<file path="config.mk">
export PLATFORM = sky130hd
export DESIGN_NAME = fetch_stage
export DESIGN_NICKNAME = d
export VERILOG_FILES = /design/src/rtl/fetch_stage.sv
export SDC_FILE = /design/constraint.sdc
export NUM_CORES = 1
export LEC_CHECK = 0
export BUFFER_PORTS_ARGS = -buffer_cell sky130_fd_sc_hd__buf_2
export CAP_MARGIN = 20
export CORE_MARGIN = 2
export CORE_UTILIZATION = 50
export CTS_BUF_LIST = sky130_fd_sc_hd__clkbuf_4 sky130_fd_sc_hd__clkbuf_8 sky130_fd_sc_hd__clkbuf_16
export CTS_CLUSTER_DIAMETER = 120
export DETAILED_ROUTE_END_ITERATION = 8
export GPL_TIMING_DRIVEN = 0
export HOLD_SLACK_MARGIN = 0.15
export PLACE_DENSITY_LB_ADDON = 0.3
export SETUP_SLACK_MARGIN = 0.3
export SLEW_MARGIN = 25
export SYNTH_ARGS = -nofsm -noshare
export SYNTH_HDL_FRONTEND = slang
export SYNTH_SLANG_ARGS = --single-unit
</file>
<file path="constraint.sdc">
create_clock -name clk -period 3.16 [get_ports clk]
set_input_delay 0.316 -clock clk [delete_from_list [all_inputs] [get_ports clk]]
set_output_delay 0.316 -clock clk [all_outputs]
set_load 0.05 [all_outputs]
</file>
<file path="src/rtl/fetch_stage.sv">
// Instruction-fetch stage: owns the PC, drives the instruction bus and hands one
// registered {valid, pc, instr} bundle per cycle to decode, honouring stall and redirect.
module fetch_stage #(
  parameter logic [63:0] RESET_PC = 64'h8000_0000
) (
  input  logic        clk,
  input  logic        reset,
  output logic        ireq_valid,
  output logic [63:0] ireq_addr,
  input  logic        iresp_data_ok,
  input  logic [31:0] iresp_data,
  input  logic        stall,
  input  logic        flush,
  input  logic [63:0] redirect_pc,
  output logic        out_valid,
  output logic [63:0] out_pc,
  output logic [31:0] out_instr
);

  typedef enum logic [1:0] {
    FETCH   = 2'd0,
    HOLD    = 2'd1,
    DISCARD = 2'd2
  } fetchState_t;

  fetchState_t state, stateNext;
  logic [63:0] addrQ, addrNext;
  logic [63:0] redirectQ, redirectNext;
  logic [31:0] bufQ, bufNext;
  logic        validNext;
  logic [63:0] pcNext;
  logic [31:0] instrNext;

  assign ireq_valid = ((state == FETCH) || (state == DISCARD)) && !reset;
  assign ireq_addr  = addrQ;

  always_ff @(posedge clk) begin
    if (reset) begin
      state     <= FETCH;
      addrQ     <= RESET_PC;
      redirectQ <= '0;
      bufQ      <= '0;
      out_valid <= 1'b0;
      out_pc    <= '0;
      out_instr <= '0;
    end else begin
      state     <= stateNext;
      addrQ     <= addrNext;
      redirectQ <= redirectNext;
      bufQ      <= bufNext;
      out_valid <= validNext;
      out_pc    <= pcNext;
      out_instr <= instrNext;
    end
  end

  always_comb begin
    stateNext    = state;
    addrNext     = addrQ;
    redirectNext = redirectQ;
    bufNext      = bufQ;
    validNext    = out_valid;
    pcNext       = out_pc;
    instrNext    = out_instr;
    unique case (state)
      FETCH: begin
        if (iresp_data_ok) begin
          if (flush) begin
            addrNext  = redirect_pc;
            validNext = 1'b0;
          end else if (!stall) begin
            validNext = 1'b1;
            pcNext    = addrQ;
            instrNext = iresp_data;
            addrNext  = addrQ + 64'd4;
          end else begin
            // Decode is busy: park the word so the bus can be released.
            bufNext   = iresp_data;
            addrNext  = addrQ + 64'd4;
            stateNext = HOLD;
          end
        end else if (flush) begin
          // The bus request at the old address must still complete before redirecting.
          redirectNext = redirect_pc;
          validNext    = 1'b0;
          stateNext    = DISCARD;
        end else if (!stall) begin
          validNext = 1'b0;
        end
      end
      HOLD: begin
        if (flush) begin
          addrNext  = redirect_pc;
          validNext = 1'b0;
          stateNext = FETCH;
        end else if (!stall) begin
          validNext = 1'b1;
          pcNext    = addrQ - 64'd4;
          instrNext = bufQ;
          stateNext = FETCH;
        end
      end
      DISCARD: begin
        validNext = 1'b0;
        if (flush) redirectNext = redirect_pc;
        if (iresp_data_ok) begin
          addrNext  = flush ? redirect_pc : redirectQ;
          stateNext = FETCH;
        end
      end
      default: stateNext = FETCH;
    endcase
  end

endmodule
</file>
==> metrics.md <==
| Metric | Value |
|---|---|
| Status | finished, final reports clean |
| CTS Buf Count | 30 |
| Crit Path Max Fanout | 8 |
| Chip Height | 168 um |
| GRT overflow | 0 |
| Yosys cell types | just over 70 |
| Post-Syn Area | roughly 13000 um2 |
| Drt first pass iters | 6 |
| Static leakage | 6.72 nW |
| Proportion of layout cells with a drive suffix above 1 | 19.5% |
| CTS tree | done |
| Largest net degree at the start of global routing | 16 |
| RSZ-0062 raised after global routing | yes |
| First-pass GRT wire length | 84500 um |
| Initial antenna violation count | 1 |
| Slew Limit Fails | 0 |
| Synthesized Nets | 1897 |
| Sequential fraction of the synthesis area | around two fifths |
| Clock-pin slew on the worst setup and hold paths | around 70 ps |
| Port-buffer cells | 260 |
| Pre-CTS setup slack | -211 ps |
| Critical Path Start Type | flop |
| Vias in the first global route | 14400 |
| Final GP Congestion | 1.01 |
| FP Rows | 60 |
| Slew margin rel. | 26.5% |
| Synthesis Warnings | 0 |
| Clk_lat worst skew | 570 ps |
| Most common cell in the netlist | nand2_1 |
| Area leader, netlist | dfxtp_1 |
| Syn Inst Count | 1790 |
| Clock H-tree levels | 1 |
| Hold Violations, Final | 0 |
| Placed insts | 2392 |
| Setup crit end kind | flop |
| # clock sinks | 259 |
| Setup_tns | 0 ps |
| Post-Syn Area per Cell | 7.54 um2 |
| Setup Crit Path Kind | flop to flop |
| Most instantiated cells after synthesis | nand2_1, dfxtp_1, a21oi_1, clkbuf_1, nor2_1 |
| Setup slack after layout | 256 ps |
| Req. time, crit path | 3660 ps |
| Synth async-reset ratio | 0% |
| Ports | 263 |
| Layout Utilization | 65.4% |
| Final Non-Filler Cells | 2547 |
| Min Tclk post-route | approximately 2900 ps |
| Iter 0 DRT Violations | ~1900 |
| Root buffer cell | clkbuf_16 |
| Hold Startpoint | iresp_data_ok |
| Die X | 168 um |
| Clock Path Buffers | 3 |
| P per Cell Area | 621 nW/um2 |
| Final hold slack | a little under 200 ps |
| Final Skew | approximately 18 ps |
| Final-stage net count | approximately 2300 |
| FF-to-FF setup slack | around 260 ps |
| Number of filler cells placed in the layout | 2341 |
| Starting Density | approximately half |
| Antenna fix cells | 0 |
| EDFF count, synth | 0 |
| Core area | 26700 um2 |
| Largest cells by area after synthesis | dfxtp_1, a21oi_1, nand2_1 |
| Post-DRT Antenna Nets | 0 |
| GRT Overall Usage | between 30% and 40% |
| Slew of the pin with the lowest slew margin | around 1100 ps |
| Worst VDD drop | around 0.51 mV |
| Die area | around 28000 um2 |
| Dpl hpwl | 40600 um |
| CP Launch Point | ireq_addr[46] |
| Crit path DAT | 3400 ps |
| Share of the synthesized area in the top cell type | 38.4% |
| DRT Wirelength | 56800 um |
| DR vias | approximately 16000 |
| Synth Register Bits | around 260 |
| Synth-to-Final Area Change | 29.5% |
| Via/cell ratio | 6.18 |
| R2R Path Start | ireq_addr[46] |
| Hold Path Class | primary input to flop |
| F_max | about 340 MHz |
| Remaining DRCs | 0 |
| Fin crit share | 91.9% |
| Final setup violation count | 0 |
| Max_cap viols | 0 |
| Most used DFF post-synth | dfxtp_1 |
| Routed len/inst | 22.3 um |
## cells in the final DEF (no fill, tap or decap), drive strengths merged, types with 5 or more instances in the layout
| cell type | instances |
|---|---|
| o22ai | 9 |
| mux2i | 43 |
| xnor2 | 41 |
| a22oi | 28 |
| nor3 | 40 |
| or2 | 5 |
| o21ai | 113 |
| xor2 | 25 |
| ha | 6 |
| nor4 | 40 |
| o211ai | 5 |
| nand2b | 6 |
| nand3 | 47 |
| o31a | 6 |
| nor2 | 130 |
| mux2 | 8 |
| dfxtp | 259 |
| nand4 | 26 |
| and4 | 5 |
| or4 | 9 |
| a21oi | 242 |
| inv | 26 |
| a221o | 8 |
| or3 | 11 |
| a21o | 9 |
| a31oi | 17 |
| nor2b | 6 |
| a221oi | 7 |
| and3 | 17 |
| a211oi | 61 |
| buf | 291 |
| clkinv | 9 |
| a22o | 5 |
| dlygate4sd3 | 96 |
| clkbuf | 194 |
| nand2 | 305 |
## cell families (layout without fill, tap and decap cells)
group	Yosys count	count (layout)	share of synthesized area [%]
XOR/XNOR	66	66	4.28
buffers and inverters	203	619	5.90
AND/OR/NAND/NOR	664	664	23.1
AO/OA/AOI/OAI	541	541	23.9
flip-flops	259	259	38.4
multiplexers	51	51	3.86
adder cells (fa/ha/maj)	6	6	0.556
## path summary, 6_finish.rpt
path                        end  cells after the start
setup / recovery  ireq_addr[55]                      7
hold / removal         state[1]                      4
setup reg to reg  ireq_addr[55]                      7
hold reg to reg       out_pc[1]                      2
## state kept, by name, summed over array words and instances (netlist names)
signal / count
bufQ: 32
redirectQ: 64
out_valid: 1
out_instr: 32
out_pc: 64
ireq_addr: 64
state: 2
## worst max-delay path, stage by stage (launching register included)
cell and delay, ps:
dfxtp_1 360, clkbuf_1 470, nand2_1 310, nor4_1 620, nand4_1 300, or3_1 410, and3_1 180, a211oi_1 190
## layer usage
layer | wire (um) | GRT usage [%]
met2 | 24700 | 59.5
met3 | 6600 | 9.17
met4 | 2590 | 15.3
met5 | 14 | 0
met1 | 22900 | 51.1
## repair_timing
| action | 4_1_cts | 5_1_grt |
|---|---|---|
| hold buffers | 96 | 0 |
| pin swaps | 0 | 7 |
| resized for setup | 28 | 64 |
| setup buffers | 0 | 4 |
| hold endpoints to repair | 126 | 0 |
| endpoints found under the setup margin | 73 | 107 |
## stage by stage
| step | power (mW) | area (um2) |
|---|---|---|
| detailed placement | 7.07 | 15200 |
| CTS | 10.7 | 17300 |
| floorplan | 6.04 | 13500 |
| global route | 11.2 | 17500 |
| finish | 10.8 | 17500 |
| global placement | 7.03 | 15200 |
## final cells by class
class                      instances  area (um2)  area share [%]
clock buffer                      45         920            5.26
timing repair buffer             361        2300            13.2
clock inverter                    11         104           0.594
inverter                          27         101           0.580
tap                              341         427            2.44
multi-input combinational       1328        7700            44.0
buffer                           175         744            4.26
sequential                       259        5180            29.7
## where the power goes
group / leakage [nW] / switching, mW / internal [mW]
registers: 2.12 / 0.261 / 3.56
logic: 4.09 / 2.49 / 0.990
clock network: 0.511 / 1.45 / 2.09
No activity file was read; power rests on OpenSTA's default activity.
